File: config.mk
export PLATFORM = sky130hd
export DESIGN_NAME = mini_alu_core
export DESIGN_NICKNAME = d
export VERILOG_FILES = /design/src/rtl/mini_alu_pkg.sv /design/src/rtl/mini_alu_core_return_stack.sv /design/src/rtl/mini_alu_core.sv
export SDC_FILE = /design/constraint.sdc
export NUM_CORES = 1
export LEC_CHECK = 0
export ABC_AREA = 0
export CAP_MARGIN = 10
export CORE_MARGIN = 3
export CORE_UTILIZATION = 58
export CTS_CLUSTER_DIAMETER = 40
export CTS_CLUSTER_SIZE = 40
export DETAILED_ROUTE_END_ITERATION = 12
export PLACE_DENSITY = 0.79
export SLEW_MARGIN = 30
export SYNTH_ARGS = -nofsm -noshare
export SYNTH_HDL_FRONTEND = slang
export SYNTH_HIERARCHICAL = 1
export SYNTH_SLANG_ARGS = --single-unit
export TNS_END_PERCENT = 30
File: constraint.sdc
create_clock -name Clock -period 9.9 [get_ports Clock]
set_input_delay 2.97 -clock Clock [delete_from_list [all_inputs] [get_ports Clock]]
set_output_delay 2.97 -clock Clock [all_outputs]
set_load 0.02 [all_outputs]
File: src/rtl/mini_alu_pkg.sv
// Shared definitions for mini_alu_core: opcodes, instruction field positions,
// fault codes and the core state encoding.
package mini_alu_pkg;

  localparam int unsigned InstrW = 28;

  // Instruction fields: op[27:24] dst[23:16] src1[15:8] src0[7:0], imm = {src1, src0}
  localparam int unsigned OpMsb   = 27;
  localparam int unsigned OpLsb   = 24;
  localparam int unsigned DstMsb  = 23;
  localparam int unsigned DstLsb  = 16;
  localparam int unsigned Src1Msb = 15;
  localparam int unsigned Src1Lsb = 8;
  localparam int unsigned Src0Msb = 7;
  localparam int unsigned Src0Lsb = 0;

  localparam logic [InstrW-1:0] InstrNop = '0;

  localparam logic [3:0] OpNop  = 4'h0;
  localparam logic [3:0] OpAdd  = 4'h1;
  localparam logic [3:0] OpSub  = 4'h2;
  localparam logic [3:0] OpSto  = 4'h3;
  localparam logic [3:0] OpBle  = 4'h4;
  localparam logic [3:0] OpJmp  = 4'h5;
  localparam logic [3:0] OpCall = 4'h6;
  localparam logic [3:0] OpRet  = 4'h7;
  localparam logic [3:0] OpLed  = 4'h8;
  localparam logic [3:0] OpMul  = 4'h9;
  localparam logic [3:0] OpOut  = 4'hA;
  localparam logic [3:0] OpBeq  = 4'hB;
  localparam logic [3:0] OpHalt = 4'hF;

  localparam logic [1:0] FaultNone      = 2'd0;
  localparam logic [1:0] FaultOverflow  = 2'd1;
  localparam logic [1:0] FaultUnderflow = 2'd2;
  localparam logic [1:0] FaultIllegal   = 2'd3;

  typedef enum logic [1:0] {StRun, StWaitOut, StHalt} state_e;

endpackage

File: src/rtl/mini_alu_core_return_stack.sv
// Return-address LIFO for CALL/RET.
// Ports: clk_i/rst_ni clock and async active-low reset; push_i/data_i push an
// entry; pop_i drops the top entry; data_o is the current top; full_o, empty_o
// and depth_o report occupancy. Push and pop are never asserted together.
module return_stack #(
  parameter int unsigned Depth = 8,
  parameter int unsigned Width = 16
) (
  input  logic                       clk_i,
  input  logic                       rst_ni,
  input  logic                       push_i,
  input  logic                       pop_i,
  input  logic [Width-1:0]           data_i,
  output logic [Width-1:0]           data_o,
  output logic                       full_o,
  output logic                       empty_o,
  output logic [$clog2(Depth+1)-1:0] depth_o
);

  localparam int unsigned CntW = $clog2(Depth + 1);
  localparam int unsigned IdxW = $clog2(Depth);

  logic [Width-1:0] mem_q [Depth];
  logic [CntW-1:0]  cnt_q;
  logic [CntW-1:0]  top_cnt;

  assign top_cnt = cnt_q - CntW'(1);
  assign data_o  = mem_q[top_cnt[IdxW-1:0]];
  assign full_o  = (cnt_q == CntW'(Depth));
  assign empty_o = (cnt_q == '0);
  assign depth_o = cnt_q;

  always_ff @(posedge clk_i or negedge rst_ni) begin
    if (!rst_ni) begin
      cnt_q <= '0;
    end else if (push_i && !full_o) begin
      cnt_q <= cnt_q + CntW'(1);
    end else if (pop_i && !empty_o) begin
      cnt_q <= top_cnt;
    end
  end

  // Storage is not reset; only the occupancy count matters after reset.
  always_ff @(posedge clk_i) begin
    if (push_i && !full_o) begin
      mem_q[cnt_q[IdxW-1:0]] <= data_i;
    end
  end

endmodule

File: src/rtl/mini_alu_core.sv
// Two-stage (fetch / execute) register machine with return stack and a
// valid/ready peripheral output port.
// Ports: Clock/Reset_n; oIP fetch address to the external async ROM and
// iInstruction its data; oOutValid/oOutData/oOutTag/iOutReady peripheral
// write handshake; oLed LED register; oHalted, oFault (sticky) and
// oStackDepth status.
module mini_alu_core
  import mini_alu_pkg::*;
#(
  parameter int unsigned DATA_W      = 16,
  parameter int unsigned REG_AW      = 4,
  parameter int unsigned IP_W        = 16,
  parameter int unsigned STACK_DEPTH = 8
) (
  input  logic                             Clock,
  input  logic                             Reset_n,
  output logic [IP_W-1:0]                  oIP,
  input  logic [27:0]                      iInstruction,
  output logic                             oOutValid,
  output logic [DATA_W-1:0]                oOutData,
  output logic [7:0]                       oOutTag,
  input  logic                             iOutReady,
  output logic [7:0]                       oLed,
  output logic                             oHalted,
  output logic [1:0]                       oFault,
  output logic [$clog2(STACK_DEPTH+1)-1:0] oStackDepth
);

  state_e             state_q, state_d;
  logic [IP_W-1:0]    ip_q, ip_d;       // fetch address
  logic [IP_W-1:0]    ex_ip_q, ex_ip_d; // address of the instruction in ir_q
  logic [InstrW-1:0]  ir_q, ir_d;
  logic [7:0]         led_q, led_d;
  logic [1:0]         fault_q, fault_d;
  logic [DATA_W-1:0]  rf_q [2**REG_AW];

  logic [3:0]         op;
  logic [7:0]         dst, src1, src0;
  logic [15:0]        imm;
  logic [DATA_W-1:0]  src1_val, src0_val;

  logic               rf_we;
  logic [DATA_W-1:0]  rf_wdata;
  logic               push, pop, stk_full, stk_empty;
  logic [IP_W-1:0]    stk_top;
  logic               stop, redirect, fetch_next;
  logic [1:0]         fault_code;
  logic [IP_W-1:0]    target;

  assign op   = ir_q[OpMsb:OpLsb];
  assign dst  = ir_q[DstMsb:DstLsb];
  assign src1 = ir_q[Src1Msb:Src1Lsb];
  assign src0 = ir_q[Src0Msb:Src0Lsb];
  assign imm  = {src1, src0};

  assign src1_val = rf_q[src1[REG_AW-1:0]];
  assign src0_val = rf_q[src0[REG_AW-1:0]];

  // ir_q holds OUT for the whole stall and is NOP while halted.
  assign oOutValid = (op == OpOut);
  assign oOutData  = oOutValid ? src0_val : '0;
  assign oOutTag   = oOutValid ? dst : '0;
  assign oIP       = ip_q;
  assign oLed      = led_q;
  assign oHalted   = (state_q == StHalt);
  assign oFault    = fault_q;

  return_stack #(
    .Depth (STACK_DEPTH),
    .Width (IP_W)
  ) u_return_stack (
    .clk_i   (Clock),
    .rst_ni  (Reset_n),
    .push_i  (push),
    .pop_i   (pop),
    .data_i  (ex_ip_q + IP_W'(1)),
    .data_o  (stk_top),
    .full_o  (stk_full),
    .empty_o (stk_empty),
    .depth_o (oStackDepth)
  );

  always_comb begin
    state_d    = state_q;
    ip_d       = ip_q;
    ir_d       = ir_q;
    ex_ip_d    = ex_ip_q;
    led_d      = led_q;
    fault_d    = fault_q;
    rf_we      = 1'b0;
    rf_wdata   = '0;
    push       = 1'b0;
    pop        = 1'b0;
    stop       = 1'b0;
    redirect   = 1'b0;
    fetch_next = 1'b0;
    fault_code = FaultNone;
    target     = '0;

    unique case (state_q)
      StRun: begin
        fetch_next = 1'b1;
        case (op)
          OpNop: ;
          OpAdd: begin rf_we = 1'b1; rf_wdata = src1_val + src0_val; end
          OpSub: begin rf_we = 1'b1; rf_wdata = src1_val - src0_val; end
          OpMul: begin rf_we = 1'b1; rf_wdata = src1_val * src0_val; end
          OpSto: begin rf_we = 1'b1; rf_wdata = DATA_W'(imm); end
          OpBle: begin redirect = (src1_val <= src0_val); target = IP_W'(dst); end
          OpBeq: begin redirect = (src1_val == src0_val); target = IP_W'(dst); end
          OpJmp: begin redirect = 1'b1; target = IP_W'(imm); end
          OpCall: begin
            if (stk_full) begin
              stop       = 1'b1;
              fault_code = FaultOverflow;
            end else begin
              push     = 1'b1;
              redirect = 1'b1;
              target   = IP_W'(imm);
            end
          end
          OpRet: begin
            if (stk_empty) begin
              stop       = 1'b1;
              fault_code = FaultUnderflow;
            end else begin
              pop      = 1'b1;
              redirect = 1'b1;
              target   = stk_top;
            end
          end
          OpLed: led_d = src0_val[7:0];
          OpOut: begin
            if (!iOutReady) begin
              state_d    = StWaitOut;
              fetch_next = 1'b0;
            end
          end
          OpHalt: stop = 1'b1;
          default: begin
            stop       = 1'b1;
            fault_code = FaultIllegal;
          end
        endcase
      end
      StWaitOut: begin
        if (iOutReady) begin
          state_d    = StRun;
          fetch_next = 1'b1;
        end
      end
      StHalt: ;
      default: ;
    endcase

    if (stop) begin
      // IP freezes and the pipeline drains to NOP; first fault wins.
      state_d = StHalt;
      ir_d    = InstrNop;
      if (fault_q == FaultNone) begin
        fault_d = fault_code;
      end
    end else if (redirect) begin
      // Squash the wrong-path instruction already fetched.
      ip_d = target;
      ir_d = InstrNop;
    end else if (fetch_next) begin
      ir_d    = iInstruction;
      ex_ip_d = ip_q;
      ip_d    = ip_q + IP_W'(1);
    end
  end

  always_ff @(posedge Clock or negedge Reset_n) begin
    if (!Reset_n) begin
      state_q <= StRun;
      ip_q    <= '0;
      ex_ip_q <= '0;
      ir_q    <= InstrNop;
      led_q   <= '0;
      fault_q <= FaultNone;
    end else begin
      state_q <= state_d;
      ip_q    <= ip_d;
      ex_ip_q <= ex_ip_d;
      ir_q    <= ir_d;
      led_q   <= led_d;
      fault_q <= fault_d;
    end
  end

  always_ff @(posedge Clock) begin
    if (rf_we) begin
      rf_q[dst[REG_AW-1:0]] <= rf_wdata;
    end
  end

endmodule

==> impl_metrics.csv <==
group,metric,value,unit
synthesis,synth_top_area_cell,"edfxtp_1",
run_status,status,"finished clean",
worst_setup_path,path_buf_inv,4,
worst_setup_path,crit_required,10.15,ns
global_routing,grt_pass1_wl,111000,µm
worst_setup_path,crit_top_cell,"fa_1",
global_routing,grt_pass1_vias,18046,
worst_setup_path,r2r_start,"ir_q[8]$_DFFE_PN0P_",
synthesis,yosys_warnings,6,
clock_network,clock-sinks,460,
worst_setup_path,critPathKind,"flop to flop",
drt,drc,0,
drt,firstDrtPassIters,8,
floorplan,dieArea,48100,µm²
worst_setup_path,critical_path.top_delay_family,"adder cells",
synthesis,synth.yosys.seq_area_share,50.9,%
synthesis,synthFlopType,"edfxtp_1",
timing,min_period,8.59,ns
global_routing,grtUsageTotal,31.3,%
timing,worst_slew_margin_rel,28.7,%
clock_network,path_clk_slew,0.06,ns
timing,timing.setup.tns,0,ns
synthesis,synth_area_per_cell,14.2,µm²
global_routing,grt_max_degree,44,
timing,fin_skew,0.0308,ns
floorplan,core_region_area,44600,µm²
drt,routed_wirelength,73600,µm
placed_design,port_buffers,86,
drt,drt-vias-per-instance,6.78,
clock_network,clockRootBuffer,"clkbuf_16",
drt,first_iter_violations,2499,
floorplan,die_y,219,µm
synthesis,synth-edff-count,384,
worst_setup_path,critPathArrivalTime,8.85,ns
clock_network,cts_max_level,2,
worst_setup_path,crit_path_max_fanout,35,
clock_network,clock_latency,0.61,ns
timing,tightestPinTransition,1.06,ns
min_path,min_from,"oLed[4]$_DFFE_PN0P_",
drt,ant_nets,0,
clock_network,cts_tree,"done",
drt,vias,17625,
worst_setup_path,critPathLaunchType,"flop",
floorplan,floorplan.initialDensity,59.2,%
timing,fin_crit_sh,86.8,%
synthesis,synth_cell_types,77,
timing,final_max_slew_viol_count,0,
min_path,hold_class,"flop to flop",
worst_setup_path,critPathLaunch,"ir_q[8]$_DFFE_PN0P_",
finish,diodes,0,
synthesis,syn_area,26400,µm²
clock_network,cts_resized,0,
worst_setup_path,crit_slowest_cell,"dfrtp_4",
run,cap_violations,0,
timing,rsz0062_at_grt,"no",
synthesis,ys_top_cells_by_area,"edfxtp_1, mux4_2, dfrtp_1",
synthesis,netlist.area_leader.share,43.7,%
drt,wl_per_cell,28.3,µm
finish,area_growth_syn_to_layout,13.7,%
clock_network,clockBufferDepth,3,
timing,timing_hold_violations_final,0,
synthesis,synth-seq-cells,460,
timing,fmaxAchievable,116,MHz
clock_network,cts_hold_buf,0,
finish,num-nets-final,2158,
synthesis,ys_async_sr_fraction,16.5,%
synthesis,synth_nets,2062,
synthesis,yosysMostFrequentCell,"edfxtp_1",
placed_design,placed_area,28000,µm²
worst_setup_path,crit_chain,"mux4_2 -> a22o_1 -> a221oi_2 -> inv_1 -> ha_1 -> xor2_1 -> ha_1 -> a21oi_1 -> fa_1 -> fa_1 -> fa_1 -> inv_1 -> fa_1 -> inv_1 -> fa_1 -> inv_1 -> ha_1 -> nand2_1 -> o21ai_0 -> o41ai_1 -> xnor2_1 -> a222oi_1 -> a21oi_2",
finish,final_layout_size_suffix_gt1_share,21.2,%
placed_design,dpl.hpwl,48500,µm
floorplan,ios,87,
timing,setup_viol,0,
floorplan,dieWidth,219,µm
floorplan,rows,77,
placed_design,place_congestion,0.949,
clock_network,cts_inserted_buffers,57,
worst_setup_path,cp-end-kind,"flop",
synthesis,synth_common_cells,"edfxtp_1, inv_1, mux4_2, nor2_1, nand2_1",
global_routing,grt-ovfl-total,0,
worst_setup_path,crit_path_max_incr_delay,0.92,ns
synthesis,syn_inst,1864,
global_routing,antenna_found_initial,1,
finish,finalInstanceArea,30000,µm²
clock_network,cts_setup_buffers,0,
worst reg2reg max path: cells and delay by family, from the launching register on:
kind | cells | cell delay, ns
muxes | 1 | 0.63
and+or+nand+nor | 1 | 0.08
buffers and inverters | 4 | 0.50
AOI/OAI and AO/OA | 7 | 2.38
DFF | 1 | 0.92
xor gates and xnor gates | 2 | 0.41
adders and majority gates | 8 | 3.33
metrics by stage:
step	std cells	util, %	hold slack [ns]	setup slack (ns)
floorplan	1864	-	0.488	2.23
global placement	2493	62.8	0.463	1.39
detailed placement	2493	62.8	0.473	1.14
CTS	2600	67.3	0.487	1.10
global route	2600	67.3	0.523	0.894
finish	2600	67.3	0.482	1.31
kinds of logic after synthesis:
logic type,synth area share [%]
AOI/OAI and AO/OA,8.45
buffers and inverters,4.56
DFF,50.9
muxes,17.0
adders and majority gates,10.2
and+or+nand+nor,6.71
xor gates and xnor gates,2.17
worst paths after layout:
path / end / slack [ns] / depth (start not counted)
setup / recovery: rf_q[9][14]$_DFFE_PP_ / 1.31 / 23
hold / removal: oLed[4]$_DFFE_PN0P_ / 0.48 / 2
setup reg to reg: rf_q[9][14]$_DFFE_PP_ / 1.31 / 23
min in group asynchronous: ir_q[23]$_DFFE_PN0P_ / 2.32 / 1
max in group asynchronous: ir_q[0]$_DFFE_PN0P_ / 6.58 / 2
hold reg to reg: oLed[4]$_DFFE_PN0P_ / 0.48 / 2
layer usage:
layer,part of all wire (%),vias to the layer above,GRT usage (%)
met5,0.014,-,0
met4,5.3,2,14.4
met3,10,222,5.51
met2,48,1228,50.8
met1,36,8880,41.5
li1,-,7293,-
state kept, by name, indices dropped and copies added (netlist names):
name	cells
ex_ip_q	16
ir_q	28
oFault	2
oIP	16
oLed	8
rf_q	256
state_q	2
u_return_stack/depth_o	4
u_return_stack/mem_q	128
layout make-up:
class                   count  area [µm²]
well taps                 592         741
flip-flops and latches    460       13400
multi-input cells        1125       11900
fillers                  2992       14600
clock inverters            49         543
repair buffers            143        1300
clock buffers              58        1430
inverters                 173         649
cell usage in the layout (no fill, tap or decap), types with 19 or more instances in the layout:
master,netlist,layout
edfxtp_1,384,384
inv_1,169,169
mux4_2,153,153
nor2_1,146,130
nand2_1,101,101
ha_1,86,86
clkdlybuf4s50_1,0,85
fa_1,81,81
dfrtp_1,76,71
clkbuf_16,0,57
buf_4,2,57
a21oi_1,59,51
xnor2_1,47,47
a22o_1,42,42
o21ai_0,39,37
mux2_2,30,30
and2_1,20,20
nand3_1,19,19
mux4_1,19,19
Power is left out: the tool's default activity adds up to more than one toggle a clock period on the data nets, which glitch-free logic cannot reach.
